[config.mk]
export PLATFORM = sky130hd
export DESIGN_NAME = ysyx_23060184_mem_arbiter
export DESIGN_NICKNAME = d
export VERILOG_FILES = /design/src/rtl/ysyx_23060184_mem_arbiter.sv
export SDC_FILE = /design/constraint.sdc
export NUM_CORES = 1
export LEC_CHECK = 0
export BUFFER_PORTS_ARGS = -buffer_cell sky130_fd_sc_hd__buf_2
export CORE_UTILIZATION = 35
export DETAILED_ROUTE_END_ITERATION = 16
export PLACE_DENSITY = 0.68
export SLEW_MARGIN = 10
export SYNTH_ARGS = -nofsm -noshare
export SYNTH_HDL_FRONTEND = slang
export SYNTH_SLANG_ARGS = --single-unit
[constraint.sdc]
create_clock -name clk -period 1.7 [get_ports clk]
set_input_delay 0.085 -clock clk [delete_from_list [all_inputs] [get_ports clk]]
set_output_delay 0.085 -clock clk [all_outputs]
set_load 0.01 [all_outputs]
[src/rtl/ysyx_23060184_mem_arbiter.sv]
// Two-master (IFU/LSU) arbiter for a single shared memory port: latches the winner's request,
// holds it until accepted, and returns completion. Define YSYX_23060184_ARB_RR_EN for round-robin.
module ysyx_23060184_mem_arbiter #(
    parameter int ADDR_W = 32,
    parameter int DATA_W = 32
) (
    input  logic                clk,
    input  logic                rst,
    input  logic                ifu_req,
    input  logic [ADDR_W-1:0]   ifu_addr,
    input  logic                lsu_req,
    input  logic [ADDR_W-1:0]   lsu_addr,
    input  logic                lsu_we,
    input  logic [DATA_W-1:0]   lsu_wdata,
    input  logic [DATA_W/8-1:0] lsu_wmask,
    output logic                ifu_grant,
    output logic                lsu_grant,
    output logic                ifu_done,
    output logic                lsu_done,
    output logic [DATA_W-1:0]   rdata,
    output logic                mem_valid,
    output logic [ADDR_W-1:0]   mem_addr,
    output logic                mem_we,
    output logic [DATA_W-1:0]   mem_wdata,
    output logic [DATA_W/8-1:0] mem_wmask,
    input  logic                mem_ready,
    input  logic                mem_done,
    input  logic [DATA_W-1:0]   mem_rdata
);
    localparam int MASK_W = DATA_W / 8;

    typedef enum logic [1:0] {
        IDLE     = 2'd0,
        BUSY_IFU = 2'd1,
        BUSY_LSU = 2'd2
    } state_e;

    state_e              state_q, state_d;
    logic                valid_q, valid_d;
    logic [ADDR_W-1:0]   addr_q,  addr_d;
    logic                we_q,    we_d;
    logic [DATA_W-1:0]   wdata_q, wdata_d;
    logic [MASK_W-1:0]   wmask_q, wmask_d;
    logic [DATA_W-1:0]   rdata_q, rdata_d;
    logic                pick_lsu;

`ifdef YSYX_23060184_ARB_RR_EN
    // 1 = LSU won the most recent arbitration; on a tie the other requester wins.
    logic last_lsu_q, last_lsu_d;

    always_comb begin
        pick_lsu = lsu_req & (~ifu_req | ~last_lsu_q);
    end
`else
    always_comb begin
        pick_lsu = lsu_req;
    end
`endif

    always_comb begin
        state_d = state_q;
        valid_d = valid_q;
        addr_d  = addr_q;
        we_d    = we_q;
        wdata_d = wdata_q;
        wmask_d = wmask_q;
        rdata_d = rdata_q;
`ifdef YSYX_23060184_ARB_RR_EN
        last_lsu_d = last_lsu_q;
`endif
        case (state_q)
            IDLE: begin
                if (ifu_req || lsu_req) begin
                    valid_d = 1'b1;
`ifdef YSYX_23060184_ARB_RR_EN
                    last_lsu_d = pick_lsu;
`endif
                    if (pick_lsu) begin
                        state_d = BUSY_LSU;
                        addr_d  = lsu_addr;
                        we_d    = lsu_we;
                        wdata_d = lsu_wdata;
                        wmask_d = lsu_wmask;
                    end else begin
                        state_d = BUSY_IFU;
                        addr_d  = ifu_addr;
                        we_d    = 1'b0;
                        wdata_d = '0;
                        wmask_d = '0;
                    end
                end
            end
            BUSY_IFU, BUSY_LSU: begin
                if (mem_ready) begin
                    valid_d = 1'b0;
                end
                // Completion may coincide with acceptance; write completions keep rdata.
                if (mem_done) begin
                    state_d = IDLE;
                    valid_d = 1'b0;
                    if (!we_q) begin
                        rdata_d = mem_rdata;
                    end
                end
            end
            default: begin
                state_d = IDLE;
                valid_d = 1'b0;
            end
        endcase
    end

    always_ff @(posedge clk) begin
        if (rst) begin
            state_q <= IDLE;
            valid_q <= 1'b0;
            addr_q  <= '0;
            we_q    <= 1'b0;
            wdata_q <= '0;
            wmask_q <= '0;
            rdata_q <= '0;
`ifdef YSYX_23060184_ARB_RR_EN
            last_lsu_q <= 1'b0;
`endif
        end else begin
            state_q <= state_d;
            valid_q <= valid_d;
            addr_q  <= addr_d;
            we_q    <= we_d;
            wdata_q <= wdata_d;
            wmask_q <= wmask_d;
            rdata_q <= rdata_d;
`ifdef YSYX_23060184_ARB_RR_EN
            last_lsu_q <= last_lsu_d;
`endif
        end
    end

    // Done pulses are masked by rst so a completion racing a reset is dropped.
    assign ifu_grant = (state_q == BUSY_IFU);
    assign lsu_grant = (state_q == BUSY_LSU);
    assign ifu_done  = (state_q == BUSY_IFU) & mem_done & ~rst;
    assign lsu_done  = (state_q == BUSY_LSU) & mem_done & ~rst;
    assign rdata     = rdata_q;
    assign mem_valid = valid_q;
    assign mem_addr  = addr_q;
    assign mem_we    = we_q;
    assign mem_wdata = wdata_q;
    assign mem_wmask = wmask_q;

endmodule

Word level (Yosys, flattened, before mapping)
Index checks and enable logic that the tools add are counted.
{"block": "classes", "n_mux": 12, "bitwise": 6, "reduce_logical": 7, "n_eq_ne": 5}
{"cell": "$mux 32", "count": 2}
{"cell": "$mux 2", "count": 3}
{"cell": "$reduce_and 2->1", "count": 3}
{"cell": "$and 1x1->1", "count": 4}
{"cell": "$mux 1", "count": 4}
{"cell": "$mux 4", "count": 1}
{"cell": "$ne 2x2->1 const B", "count": 2}
{"cell": "$pmux 2 s2", "count": 1}
{"cell": "$ne 3x3->1 const B", "count": 1}
{"cell": "$reduce_and 3->1", "count": 1}
{"cell": "$eq 2x1->1 const B", "count": 1}
{"cell": "$eq 2x2->1 const B", "count": 1}
{"cell": "$logic_not 2->1", "count": 1}
{"cell": "$not 1->1", "count": 2}
{"cell": "$pmux 1 s2", "count": 1}
{"cell": "$reduce_or 2->1", "count": 1}
{"cell": "$logic_or 1x1->1", "count": 1}
{"block": "totals", "wordCells": 37, "in_bits": 139, "register_bits": 104, "output_inout_bits": 106}

Longest topological paths before layout
{"block": "depth", "ltp_word": 4, "mapped_depth": 7, "mapped_depth_nobuf": 5}

Worst setup path before layout
No wires, ideal clock.
{"block": "synth_path", "path_type": "reg2reg", "startpoint": "register state_q[0]", "endpoint": "register wdata_q[23], in the netlist mem_wdata[23]", "path_buffers": 2, "t_required_ns": 1.583, "path_slack_ns": 0.253, "setup_ns": 0.117, "stages_incl_launch_ff": 8, "period_less_slack_ns": 1.447, "t_arrival_ns": 1.330, "path_cell_list": "dfxtp_1 -> inv_1 -> ha_1 -> nor2b_1 -> and2_1 -> buf_6 -> buf_6 -> a22o_1"}
{"block": "synth_via", "elab_chain_len": 2}
{"item": "start: declaration", "line_no": "38", "text": "state_e state_q, state_d;"}
{"item": "start signal: assignment", "line_no": "126", "text": "state_q <= state_d;"}
{"item": "$logic_not 2->1", "line_no": "71", "text": "case (state_q)"}
{"item": "$reduce_and 2->1 (no source line)"}
{"item": "end signal: assignment", "line_no": "130", "text": "wdata_q <= wdata_d;"}
{"item": "end: declaration", "line_no": "42", "text": "logic [DATA_W-1:0] wdata_q, wdata_d;"}
No other way between the ends.
A chain may end at the register's enable or synchronous reset.

Worst setup path after layout
{"block": "layout_path", "startpoint": "register state_q[1]", "endpoint": "register wdata_q[2], in the netlist mem_wdata[2]"}
Same word-level chain as after synthesis.

==> impl_summary.log <==
INFO  metric status = finished clean
INFO  metric first_global_vias = 4079
INFO  metric setup_viol = 0
INFO  metric worstSetupStartpointType = flop
INFO  metric detail_route.iter0.violations = 269
INFO  metric clock_power_share = 0.250
INFO  metric nets = 848
INFO  metric achievable-frequency = 663 MHz
INFO  metric critPathMaxFanout = 37
INFO  metric cts_inserted_buffers = 9
INFO  metric track_usage = 0.220
INFO  metric drc = 0
INFO  metric cts.reportedPaths.clkPinSlew = 0.09 ns
INFO  metric rows = 37
INFO  metric slew_at_the_pin_closest_to_its_max_slew_limit = 0.382 ns
INFO  metric netlist-cell-type-count = 27
INFO  metric power.switching = 1540 µW
INFO  metric worst_hold_slack_after_final_layout = 0.0132 ns
INFO  metric worst-endpoint-arrival = 1.81 ns
INFO  metric grt_max_degree = 46
INFO  metric synth_seq_cells = 104
INFO  metric fin_skew = 0.0111 ns
INFO  metric worst_hold_path_type = input port to flop
INFO  metric post_route_cells_drive_above_1_share = 0.382
INFO  metric antenna_violating_nets_post_route = 0
INFO  metric synthesis.nets = 498
INFO  metric netlist_instances = 356
INFO  metric final.setup.worst_slack = 0.193 ns
INFO  metric port_buffers = 244
INFO  metric worst_setup_path_end_kind = flop
INFO  metric vdd.ir_drop.worst = 0.000494 V
INFO  metric maximum_capacitance_violations = 0
INFO  metric clockBufferDepth = 2
INFO  metric leakagePower = 0.00311 µW
INFO  metric clock_sinks = 104
INFO  metric chipWidth = 106 µm
INFO  metric mapped_avg_cell_area = 10.6 µm²
INFO  metric place_worst_setup_slack = 0.177 ns
INFO  metric route.vias.total = 4081
INFO  metric routability_congestion = 0.766
INFO  metric clock_latency = 0.35 ns
INFO  metric clock_tree_from_tritoncts = built
INFO  metric cts_setup_buffers = 0
INFO  metric dpl.hpwl = 7.42 mm
INFO  metric initial_utilization = 0.363
INFO  metric final-max-slew-violation-count = 0
INFO  metric grt_overflow = 0
INFO  metric netlist_area = 3770 µm²
INFO  metric wl_per_cell = 15.0 µm
INFO  metric drt_pass1_iterations = 4
INFO  metric fin_crit_sh = 0.887
INFO  metric viasPerCell = 4.82
INFO  metric rsz0062_at_grt = no
INFO  metric ioPinCount = 245
INFO  metric timing_worst_setup_path_type = flop to flop
INFO  metric flow.area_growth_from_synthesis = 70.9%
INFO  metric n_antenna_cell = 0
INFO  metric switching_fraction_of_total_power = 0.282
INFO  metric die_area = 11200 µm²
INFO  metric p_int = 3920 µW
INFO  metric seqPwrFrac = 0.509
INFO  metric pwr_density_cell = 847 nW/µm²
INFO  metric root_buffer_cell = sky130_fd_sc_hd__clkbuf_8
INFO  metric wire_length_of_the_first_global_routing_pass = 19.6 mm
INFO  metric finalHoldViolCount = 0
INFO  metric wl = 12.7 mm
INFO  metric fin_crit = 1.51 ns
INFO  metric number_of_antenna_violations_at_the_first_check_in_global_routing = 0
INFO  metric die_h = 106 µm
INFO  metric synth.yosys.warnings = 0
INFO  metric synth.yosys.seq_area_share = 0.553
INFO  metric critical_path_required = 2.00 ns
INFO  metric htreeDepth = 3
INFO  metric fin_setup_tns = 0 ns
INFO  metric core_area = 10400 µm²
INFO  metric relSlewSlack = 0.745
INFO  metric comb_power_share = 0.241
[worst paths after layout]
| kind | cells after the start | startpoint | slack [ns] | endpoint |
|---|---|---|---|---|
| hold reg to reg | 2 | rdata[15]$_SDFFE_PP0P_ | 0.46 | rdata[15]$_SDFFE_PP0P_ |
| hold / removal | 3 | lsu_addr[31] | 0.01 | mem_addr[31]$_SDFFE_PP0P_ |
| setup reg to reg | 6 | state_q[1]$_SDFFE_PP0P_ | 0.19 | mem_wdata[2]$_SDFFE_PP0P_ |
| setup / recovery | 6 | state_q[1]$_SDFFE_PP0P_ | 0.19 | mem_wdata[2]$_SDFFE_PP0P_ |
[cells in the mapped netlist, drive strengths merged]
| library cell | instances | area, µm² |
|---|---|---|
| a31oi | 1 | 6.26 |
| nand2b | 2 | 12.5 |
| nand2 | 64 | 240 |
| clkbuf | 6 | 22.5 |
| buf | 23 | 151 |
| o21ai | 1 | 5.00 |
| nand3b | 2 | 15.0 |
| o2bb2ai | 32 | 280 |
| nand3 | 1 | 5.00 |
| nor4 | 1 | 6.26 |
| o21a | 1 | 7.51 |
| and3b | 3 | 26.3 |
| ha | 3 | 37.5 |
| or2 | 1 | 6.26 |
| nor2b | 1 | 6.26 |
| nor3 | 2 | 10.0 |
| a22o | 37 | 324 |
| and2 | 1 | 6.26 |
| inv | 2 | 7.51 |
| mux2i | 32 | 320 |
| a21oi | 33 | 165 |
| dfxtp | 104 | 2080 |
| nor2 | 1 | 6.26 |
| o21ba | 1 | 10.0 |
| a211oi | 1 | 7.51 |
[worst max-delay path, stage by stage (launching register included)]
cell	delay, ns
sky130_fd_sc_hd__dfxtp_1	0.34
sky130_fd_sc_hd__inv_1	0.10
sky130_fd_sc_hd__ha_2	0.24
sky130_fd_sc_hd__nor2b_1	0.20
sky130_fd_sc_hd__and2_1	0.20
sky130_fd_sc_hd__buf_12	0.20
sky130_fd_sc_hd__a22o_1	0.15
[final cells by class]
type	instances	area, µm²
clock buffer	13	149
clock inverter	2	16.3
fill	851	3930
inverter	2	7.51
multi-input combinational	221	1520
sequential	104	2080
tap	136	170
timing repair buffer	368	2500
[timing repair]
item / CTS / global route
hold buffers: 112 / 2
setup endpoints to repair: 0 / 7
gates resized for setup: 0 / 1
endpoints found under the hold margin: 92 / 2
[layer usage]
layer	vias to the layer above	track usage	wire, µm	share of wire
li1	1973	-	-	-
met1	1908	0.237	4970	0.39
met2	174	0.408	6590	0.52
met3	26	0.0532	821	0.065
met4	0	0.0933	312	0.025
met5	-	0	0	0
[kinds of logic (layout without fill, tap and decap cells)]
kind of cell | count (synthesis) | count (layout) | synth area share
AND/OR/NAND/NOR | 79 | 79 | 0.0903
adder cells (fa/ha/maj) | 3 | 3 | 0.00996
multiplexers | 32 | 32 | 0.0850
buffers and inverters | 31 | 385 | 0.0482
AO/OA/AOI/OAI | 107 | 107 | 0.214
flip-flops | 104 | 104 | 0.553
[power by group through the flow]
| stage | Combinational [µW] | Sequential, µW | Clock, µW |
|---|---|---|---|
| global route | 1410 | 2800 | 1510 |
| floorplan | 463 | 2920 | 0 |
| CTS | 1280 | 2770 | 1400 |
| global placement | 1050 | 2820 | 0 |
| finish | 1310 | 2780 | 1360 |
| detailed placement | 1070 | 2820 | 0 |
[cells in the final DEF (no fill, tap or decap), drive strengths merged]
| master | instances |
|---|---|
| nand2 | 64 |
| a211oi | 1 |
| a21oi | 33 |
| ha | 3 |
| and2 | 1 |
| inv | 2 |
| a22o | 37 |
| o2bb2ai | 32 |
| nor4 | 1 |
| o21ba | 1 |
| mux2i | 32 |
| or2 | 1 |
| dfxtp | 104 |
| nand3 | 1 |
| nand2b | 2 |
| nand3b | 2 |
| dlygate4sd3 | 114 |
| o21a | 1 |
| nor2b | 1 |
| and3b | 3 |
| nor2 | 1 |
| clkinvlp | 1 |
| clkbuf | 13 |
| nor3 | 2 |
| a31oi | 1 |
| buf | 254 |
| clkinv | 1 |
| o21ai | 1 |
[metrics by stage]
step,total power (µW),instance area [µm²],util,instances
floorplan,3380,3770,-,356
global placement,3870,5130,0.495,717
detailed placement,3890,5130,0.495,717
CTS,5450,6420,0.619,844
global route,5730,6440,0.621,846
finish,5460,6440,0.621,846
[sequential cells by signal, indices dropped and copies added, names as in the netlist]
| name | count |
|---|---|
| mem_wdata | 32 |
| state_q | 2 |
| mem_valid | 1 |
| mem_addr | 32 |
| mem_wmask | 4 |
| rdata | 32 |
| mem_we | 1 |
No activity file was read; power rests on OpenSTA's default activity.
